### config.mk
export PLATFORM = sky130hd
export DESIGN_NAME = rv32_mem_arbiter
export DESIGN_NICKNAME = d
export VERILOG_FILES = /design/src/rtl/rv32_pkg.sv /design/src/rtl/rv32_arb_fifo.sv /design/src/rtl/rv32_mem_arbiter.sv
export SDC_FILE = /design/constraint.sdc
export NUM_CORES = 1
export LEC_CHECK = 0
export CELL_PAD_IN_SITES_DETAIL_PLACEMENT = 1
export CELL_PAD_IN_SITES_GLOBAL_PLACEMENT = 1
export CORE_MARGIN = 4
export CORE_UTILIZATION = 14
export CTS_CLUSTER_SIZE = 16
export DETAILED_ROUTE_END_ITERATION = 8
export PLACE_DENSITY_LB_ADDON = 0.1
export SETUP_SLACK_MARGIN = 0.05
export SLEW_MARGIN = 0
export SYNTH_ARGS = -nofsm -noshare
export SYNTH_HDL_FRONTEND = slang
export SYNTH_HIERARCHICAL = 1
export SYNTH_SLANG_ARGS = --single-unit
### constraint.sdc
create_clock -name clk_i -period 3.22 [get_ports clk_i]
set_clock_uncertainty 0.15 [all_clocks]
set_input_delay 0.966 -clock clk_i [delete_from_list [all_inputs] [get_ports clk_i]]
set_output_delay 0.966 -clock clk_i [all_outputs]
set_load 0.01 [all_outputs]
### src/rtl/rv32_pkg.sv
// rv32_pkg: shared types and constants for the rv32 memory arbiter slice.
//   mem_src_e    - identifies which core port owns a memory transaction
//   MEM_BE_FULL  - byte enables used for instruction fetches (full word)
//   STARVE_CNT_W - width of the instruction starvation counter (limit <= 15)
package rv32_pkg;

  typedef enum logic {
    SRC_INSTR = 1'b0,
    SRC_DATA  = 1'b1
  } mem_src_e;

  localparam logic [3:0]  MEM_BE_FULL  = 4'hF;
  localparam int unsigned STARVE_CNT_W = 4;

endpackage

### src/rtl/rv32_arb_fifo.sv
// rv32_arb_fifo: small synchronous FIFO, used by the arbiter to remember the
// originator of every granted-but-unanswered memory transaction.
// Ports:
//   clk_i, rst_ni     - clock, asynchronous active-low reset
//   i_push, i_data    - write one entry (ignored when full)
//   i_pop             - drop the head entry (ignored when empty)
//   o_full, o_empty   - occupancy flags
//   o_head            - oldest entry
// Push and pop in the same cycle are both honoured; pointers wrap at DEPTH.
module rv32_arb_fifo #(
  parameter int unsigned DEPTH = 2,
  parameter int unsigned WIDTH = 1
) (
  input  logic             clk_i,
  input  logic             rst_ni,
  input  logic             i_push,
  input  logic [WIDTH-1:0] i_data,
  input  logic             i_pop,
  output logic             o_full,
  output logic             o_empty,
  output logic [WIDTH-1:0] o_head
);

  localparam int unsigned PTR_W = (DEPTH > 1) ? $clog2(DEPTH) : 1;
  localparam int unsigned CNT_W = $clog2(DEPTH + 1);

  logic [WIDTH-1:0] r_mem [DEPTH];
  logic [PTR_W-1:0] r_wr_ptr;
  logic [PTR_W-1:0] r_rd_ptr;
  logic [CNT_W-1:0] r_count;
  logic             w_push;
  logic             w_pop;

  // Pointer increment with explicit wrap, so DEPTH need not be a power of two.
  function automatic logic [PTR_W-1:0] next_ptr(input logic [PTR_W-1:0] p);
    if (p == PTR_W'(DEPTH - 1)) begin
      return '0;
    end else begin
      return p + PTR_W'(1);
    end
  endfunction

  assign o_full  = (r_count == CNT_W'(DEPTH));
  assign o_empty = (r_count == '0);
  assign o_head  = r_mem[r_rd_ptr];
  assign w_push  = i_push & ~o_full;
  assign w_pop   = i_pop & ~o_empty;

  // Storage, pointers and occupancy count.
  always_ff @(posedge clk_i or negedge rst_ni) begin
    if (!rst_ni) begin
      for (int i = 0; i < DEPTH; i++) begin
        r_mem[i] <= '0;
      end
      r_wr_ptr <= '0;
      r_rd_ptr <= '0;
      r_count  <= '0;
    end else begin
      if (w_push) begin
        r_mem[r_wr_ptr] <= i_data;
        r_wr_ptr        <= next_ptr(r_wr_ptr);
      end
      if (w_pop) begin
        r_rd_ptr <= next_ptr(r_rd_ptr);
      end
      if (w_push && !w_pop) begin
        r_count <= r_count + CNT_W'(1);
      end else if (!w_push && w_pop) begin
        r_count <= r_count - CNT_W'(1);
      end else begin
        r_count <= r_count;
      end
    end
  end

endmodule

### src/rtl/rv32_mem_arbiter.sv
// rv32_mem_arbiter: shares one OBI-style memory port between the core's
// instruction-fetch and data ports.
// Ports:
//   clk_i, rst_ni            - clock, asynchronous active-low reset
//   instr_req/addr, gnt/rvalid/rdata          - fetch interface
//   data_req/addr/wdata/we/be, gnt/rvalid/rdata - load/store interface
//   mem_req/addr/wdata/we/be, mem_gnt/rvalid/rdata - shared memory port
//   err_o                    - sticky: response seen with nothing outstanding
// Data wins ties unless the fetch side has watched STARVE_LIMIT data grants
// go by. A request left ungranted keeps its source for the next cycle so the
// memory payload stays stable. Responses are routed using an in-order FIFO of
// source ids.
module rv32_mem_arbiter
  import rv32_pkg::*;
#(
  parameter int unsigned MAX_OUTSTANDING = 2,
  parameter int unsigned STARVE_LIMIT    = 4
) (
  input  logic        clk_i,
  input  logic        rst_ni,
  input  logic        instr_req_i,
  input  logic [31:0] instr_addr_i,
  output logic        instr_gnt_o,
  output logic        instr_rvalid_o,
  output logic [31:0] instr_rdata_o,
  input  logic        data_req_i,
  input  logic [31:0] data_addr_i,
  input  logic [31:0] data_wdata_i,
  input  logic        data_we_i,
  input  logic [3:0]  data_be_i,
  output logic        data_gnt_o,
  output logic        data_rvalid_o,
  output logic [31:0] data_rdata_o,
  output logic        mem_req_o,
  output logic [31:0] mem_addr_o,
  output logic [31:0] mem_wdata_o,
  output logic        mem_we_o,
  output logic [3:0]  mem_be_o,
  input  logic        mem_gnt_i,
  input  logic        mem_rvalid_i,
  input  logic [31:0] mem_rdata_i,
  output logic        err_o
);

  logic                    r_lock;
  mem_src_e                r_lock_src;
  logic [STARVE_CNT_W-1:0] r_starve_cnt;
  logic                    r_err;

  mem_src_e w_sel_src;
  logic     w_sel_req;
  logic     w_full;
  logic     w_empty;
  logic     w_head;
  logic     w_grant;
  logic     w_fwd;
  logic     w_starved;

  assign w_starved = (r_starve_cnt == STARVE_CNT_W'(STARVE_LIMIT));

  // Source selection: a locked source is kept, otherwise data priority with
  // the starvation override.
  always_comb begin
    w_sel_src = SRC_INSTR;
    w_sel_req = 1'b0;
    if (r_lock) begin
      w_sel_src = r_lock_src;
      w_sel_req = (r_lock_src == SRC_DATA) ? data_req_i : instr_req_i;
    end else if (data_req_i && instr_req_i) begin
      w_sel_src = w_starved ? SRC_INSTR : SRC_DATA;
      w_sel_req = 1'b1;
    end else if (data_req_i) begin
      w_sel_src = SRC_DATA;
      w_sel_req = 1'b1;
    end else if (instr_req_i) begin
      w_sel_src = SRC_INSTR;
      w_sel_req = 1'b1;
    end else begin
      w_sel_src = SRC_INSTR;
      w_sel_req = 1'b0;
    end
  end

  // The full flag is registered state, so a same-cycle response cannot
  // unblock a request combinationally.
  assign mem_req_o   = rst_ni & w_sel_req & ~w_full;
  assign w_grant     = mem_req_o & mem_gnt_i;
  assign instr_gnt_o = w_grant & (w_sel_src == SRC_INSTR);
  assign data_gnt_o  = w_grant & (w_sel_src == SRC_DATA);

  // Payload mux; fetches are full-word reads. Held at zero during reset.
  always_comb begin
    mem_addr_o  = 32'h0000_0000;
    mem_wdata_o = 32'h0000_0000;
    mem_we_o    = 1'b0;
    mem_be_o    = 4'h0;
    if (!rst_ni) begin
      mem_be_o = 4'h0;
    end else if (w_sel_src == SRC_DATA) begin
      mem_addr_o  = data_addr_i;
      mem_wdata_o = data_wdata_i;
      mem_we_o    = data_we_i;
      mem_be_o    = data_be_i;
    end else begin
      mem_addr_o = instr_addr_i;
      mem_be_o   = MEM_BE_FULL;
    end
  end

  // Responses follow the head id; a response with nothing outstanding is
  // dropped here and flagged through r_err.
  assign w_fwd          = rst_ni & mem_rvalid_i & ~w_empty;
  assign instr_rvalid_o = w_fwd & (mem_src_e'(w_head) == SRC_INSTR);
  assign data_rvalid_o  = w_fwd & (mem_src_e'(w_head) == SRC_DATA);
  assign instr_rdata_o  = mem_rdata_i;
  assign data_rdata_o   = mem_rdata_i;
  assign err_o          = r_err;

  // Outstanding-transaction source queue.
  rv32_arb_fifo #(
    .DEPTH (MAX_OUTSTANDING),
    .WIDTH (1)
  ) u_src_fifo (
    .clk_i   (clk_i),
    .rst_ni  (rst_ni),
    .i_push  (w_grant),
    .i_data  (w_sel_src),
    .i_pop   (w_fwd),
    .o_full  (w_full),
    .o_empty (w_empty),
    .o_head  (w_head)
  );

  // Lock, starvation counter and sticky error.
  always_ff @(posedge clk_i or negedge rst_ni) begin
    if (!rst_ni) begin
      r_lock       <= 1'b0;
      r_lock_src   <= SRC_INSTR;
      r_starve_cnt <= '0;
      r_err        <= 1'b0;
    end else begin
      r_lock     <= mem_req_o & ~mem_gnt_i;
      r_lock_src <= w_sel_src;
      if (instr_gnt_o || !instr_req_i) begin
        r_starve_cnt <= '0;
      end else if (data_gnt_o && !w_starved) begin
        r_starve_cnt <= r_starve_cnt + STARVE_CNT_W'(1);
      end else begin
        r_starve_cnt <= r_starve_cnt;
      end
      if (mem_rvalid_i && w_empty) begin
        r_err <= 1'b1;
      end else begin
        r_err <= r_err;
      end
    end
  end

endmodule

==> flow_summary.rst <==
.. list-table::
   :header-rows: 1

   * - Metric
     - Value
   * - Post-synthesis instance total
     - 296
   * - Max-slew violation total from the final report
     - 0
   * - Maximum number of pins on one net before global-route repair
     - 34
   * - Fmax
     - 303.3 MHz
   * - Primary FF master, synth
     - sky130_fd_sc_hd__dfrtp_1
   * - Worst setup SP type
     - input port
   * - Ratio of final minimum period to clock period
     - 102.4%
   * - Via count of the first global-routing pass
     - 2928
   * - Count of routing violations after the opening detailed-route iteration
     - 45
   * - RD Place Congestion
     - approximately 0.77
   * - Transition time at the pin with the least slew margin
     - 0.4165 ns
   * - Layout cell share with drive strength beyond 1
     - ~55%
   * - Synth area leader
     - sky130_fd_sc_hd__buf_4
   * - Number of ports placed on the die boundary
     - ~280
   * - Global-route usage over all layers
     - 13.42%
   * - Buffers on Ports
     - 181
   * - Die H
     - about 130 um
   * - Final setup fails
     - 47
   * - Synthesis Warnings
     - 6
   * - Placement-stage worst setup slack
     - -0.9527 ns
   * - Sequential area share after synthesis
     - 16.49%
   * - Proportion of netlist area held by the largest area contributor
     - 25.11%
   * - Final net count
     - 596
   * - Wire length after detailed routing
     - around 11000 um
   * - Die area
     - 16060 um^2
   * - Violations in the final reports
     - setup timing
   * - Fraction of registers with async set or reset after synthesis
     - 100.0%
   * - Setup repair after global routing missed its margin
     - yes
   * - Cell seen most often among critical-path stages
     - sky130_fd_sc_hd__buf_6
   * - 1st-pass router iterations
     - 4
   * - Endpoint kind of the worst setup timing path
     - output pin
   * - Most frequent cells after synthesis
     - sky130_fd_sc_hd__nand2_1, sky130_fd_sc_hd__buf_4, sky130_fd_sc_hd__a21oi_1
   * - Drt wl/cell
     - 17.77 um
   * - CTS H-tree depth
     - 1
   * - Root buffer selected by CTS
     - sky130_fd_sc_hd__clkbuf_16
   * - Routed vias/inst
     - 4.030
   * - Synthesized area
     - slightly below 2000 um^2
   * - Arrival time of data at the critical path endpoint
     - 2.18 ns
   * - Latest clock arrival within the worst-skew pair
     - 0.24 ns
   * - Worst Path Required
     - 2.10 ns
   * - Cell with the most instances after synthesis
     - sky130_fd_sc_hd__nand2_1
   * - Number of placement rows
     - 43
   * - Result of the run
     - finished, violations left
   * - Effective utilization at floorplan
     - 14.27%
   * - Antenna-violating nets left
     - 0
   * - Number of flops mapped to enable cells by yosys
     - 0
   * - Number of vias in the routed layout
     - ~2600
   * - Clock slew at reported path FFs
     - 0.05 ns
   * - First-pass GRT wire length
     - about 17000 um
   * - CORE AREA
     - 13830 um^2
   * - Setup WS post-layout
     - -0.07758 ns
   * - Maximum fanout count along the critical path
     - 7
   * - DIE WIDTH
     - 126.7 um
   * - Leakage Power
     - 2.070 nW
   * - Worst Path Class, Setup
     - input port to output pin
   * - CP max-delay cell
     - sky130_fd_sc_hd__a22o_4
   * - Area delta synth->final
     - 134.2%
   * - Antenna Cells
     - 0
   * - Post-synthesis net count
     - 438
   * - TritonCTS clock tree
     - built
   * - Ranking of synthesized cells by area
     - sky130_fd_sc_hd__buf_4, sky130_fd_sc_hd__dfrtp_1, sky130_fd_sc_hd__nand2_1
   * - Number of CTS-inserted buffers
     - 3
   * - Cell family contributing the most delay on the critical path
     - compound AO/OA/AOI/OAI gates
   * - Netlist cell types
     - 41
   * - Crit path buffers/inverters
     - 5
   * - FILL cells
     - 1616
   * - Register bit count reported by yosys
     - 13
   * - Chain of cells forming the critical path
     - buf_6, a21boi_4, a22o_4, buf_6, clkinv_8, buf_12, nand2_1, a21oi_2, buf_2
   * - Maximum buffer depth of the clock tree
     - 2
   * - Peak VDD IR
     - 0.0001943 V
   * - Post-synthesis area per instance
     - 6.666 um^2
   * - Hold Crit Class
     - flop to flop
   * - Worst slew margin relative to its limit
     - 72.24%
   * - Final hold violations
     - 0
   * - Number of antenna violations at the first check in global routing
     - 0
   * - Number of max-cap violations
     - 0
   * - Congestion Overflow GR
     - 0
   * - Slowest Stage Delay on Critical Path
     - 0.28 ns
   * - Sink count of the clock tree
     - 13
   * - DPL Wire Length
     - between 7000 and 8000 um
   * - PwrDens
     - 325.4 nW/um^2
   * - Final Hold Slack
     - 0.3195 ns
   * - Final Critical Period
     - 3.298 ns
   * - DRC violation count after routing
     - 0
==> power by group <==
group | internal [mW] | leakage (nW) | switching (mW)
clock | 0.165 | 0.0409 | 0.0703
combinational | 0.586 | 1.87 | 0.429
sequential | 0.208 | 0.161 | 0.0445
total | 0.959 | 2.07 | 0.544
==> state kept, by name, indices dropped and copies added (netlist names) <==
signal and count:
u_src_fifo/r_mem 2, r_lock_src 1, u_src_fifo/r_rd_ptr 1, r_lock 1, r_starve_cnt 4, err_o 1
u_src_fifo/r_count 2, u_src_fifo/r_wr_ptr 1
==> worst register-to-register path, cell delays in order, from the launching register on <==
cell                       delay (ns)
sky130_fd_sc_hd__dfrtp_1         0.46
sky130_fd_sc_hd__a21bo_1         0.25
sky130_fd_sc_hd__a2111o_1        0.44
sky130_fd_sc_hd__clkinv_2        0.08
sky130_fd_sc_hd__buf_4           0.14
sky130_fd_sc_hd__and2_1          0.16
sky130_fd_sc_hd__ha_1            0.26
sky130_fd_sc_hd__nor2_1          0.14
sky130_fd_sc_hd__xor2_1          0.16
==> routing by layer <==
| metal | wire [um] | GRT usage [%] | vias up |
|---|---|---|---|
| li1 | - | - | 1236 |
| met1 | 4462 | 16.57 | 1192 |
| met2 | 5773 | 23.51 | 104 |
| met3 | 739 | 2.695 | 19 |
| met4 | 272 | 3.975 | 0 |
| met5 | 0 | 0 | - |
==> cells by family (layout without fill, tap and decap cells) <==
kind of cell,count (synthesis),count (layout),share of synthesized area (%)
simple gates,134,134,32.53
buf+inv,91,248,31.20
compound gates,47,47,13.95
flops,13,13,16.49
xor+xnor,5,5,2.220
fa+ha+maj,3,3,1.903
mux,3,3,1.712
==> final timing paths <==
check	startpoint	endpoint	slack [ns]	cells past startpoint
hold / removal	err_o	err_o	0.32	1
max in group asynchronous	rst_ni	r_starve_cnt[3]	2.13	2
min in group asynchronous	rst_ni	u_src_fifo/r_rd_ptr	0.68	2
setup reg to reg	r_lock	u_src_fifo/r_count[1]	0.89	8
setup / recovery	instr_req_i	mem_addr_o[29]	-0.08	9
hold reg to reg	err_o	err_o	0.32	1
==> cell usage in the layout, fill, tap and decap left out, types with 5 or more instances in the layout <==
| cell type | count |
|---|---|
| sky130_fd_sc_hd__a21oi_2 | 24 |
| sky130_fd_sc_hd__nand2_2 | 23 |
| sky130_fd_sc_hd__nand2_4 | 20 |
| sky130_fd_sc_hd__dfrtp_1 | 13 |
| sky130_fd_sc_hd__buf_2 | 36 |
| sky130_fd_sc_hd__nand2_1 | 28 |
| sky130_fd_sc_hd__and3_4 | 31 |
| sky130_fd_sc_hd__buf_16 | 6 |
| sky130_fd_sc_hd__a21oi_1 | 11 |
| sky130_fd_sc_hd__buf_12 | 10 |
| sky130_fd_sc_hd__buf_6 | 45 |
| sky130_fd_sc_hd__nor2_1 | 6 |
| sky130_fd_sc_hd__buf_4 | 26 |
| sky130_fd_sc_hd__nor2_2 | 5 |
| sky130_fd_sc_hd__clkdlybuf4s50_1 | 103 |
==> cell type report <==
type | instances | area, um^2 | area share (%)
clock inverter | 1 | 5.005 | 0.1083
tap | 180 | 225.2 | 4.874
timing repair inverter | 1 | 16.27 | 0.3520
inverter | 8 | 43.79 | 0.9477
sequential | 13 | 325.3 | 7.040
multi-input combinational | 192 | 1540 | 33.33
clock buffer | 3 | 75.07 | 1.625
timing repair buffer | 235 | 2390 | 51.72
==> stage by stage <==
stage	instance area [um^2]	cells	power (mW)	setup TNS, ns	util [%]
3_3_place_gp	3666	599	0.9755	-57.99	26.51
3_5_place_dp	3666	599	0.9801	-59.17	26.51
4_1_cts	4626	641	1.573	-3.345	33.45
5_1_grt	4621	633	1.626	-5.038	33.42
6_report	4621	633	1.504	-2.468	33.42
2_1_floorplan	1973	296	0.6340	0	-
==> what timing repair did <==
action | in CTS | in global routing
buffers inserted | 26 | 1
hold endpoints to repair | 0 | 0
hold buffers | 0 | 0
pin swaps | 72 | 14
gates resized for setup | 472 | 45
endpoints found under the setup margin | 75 | 73
gates cloned | 12 | 0
Note: power is estimated with default switching activity, not from simulation.
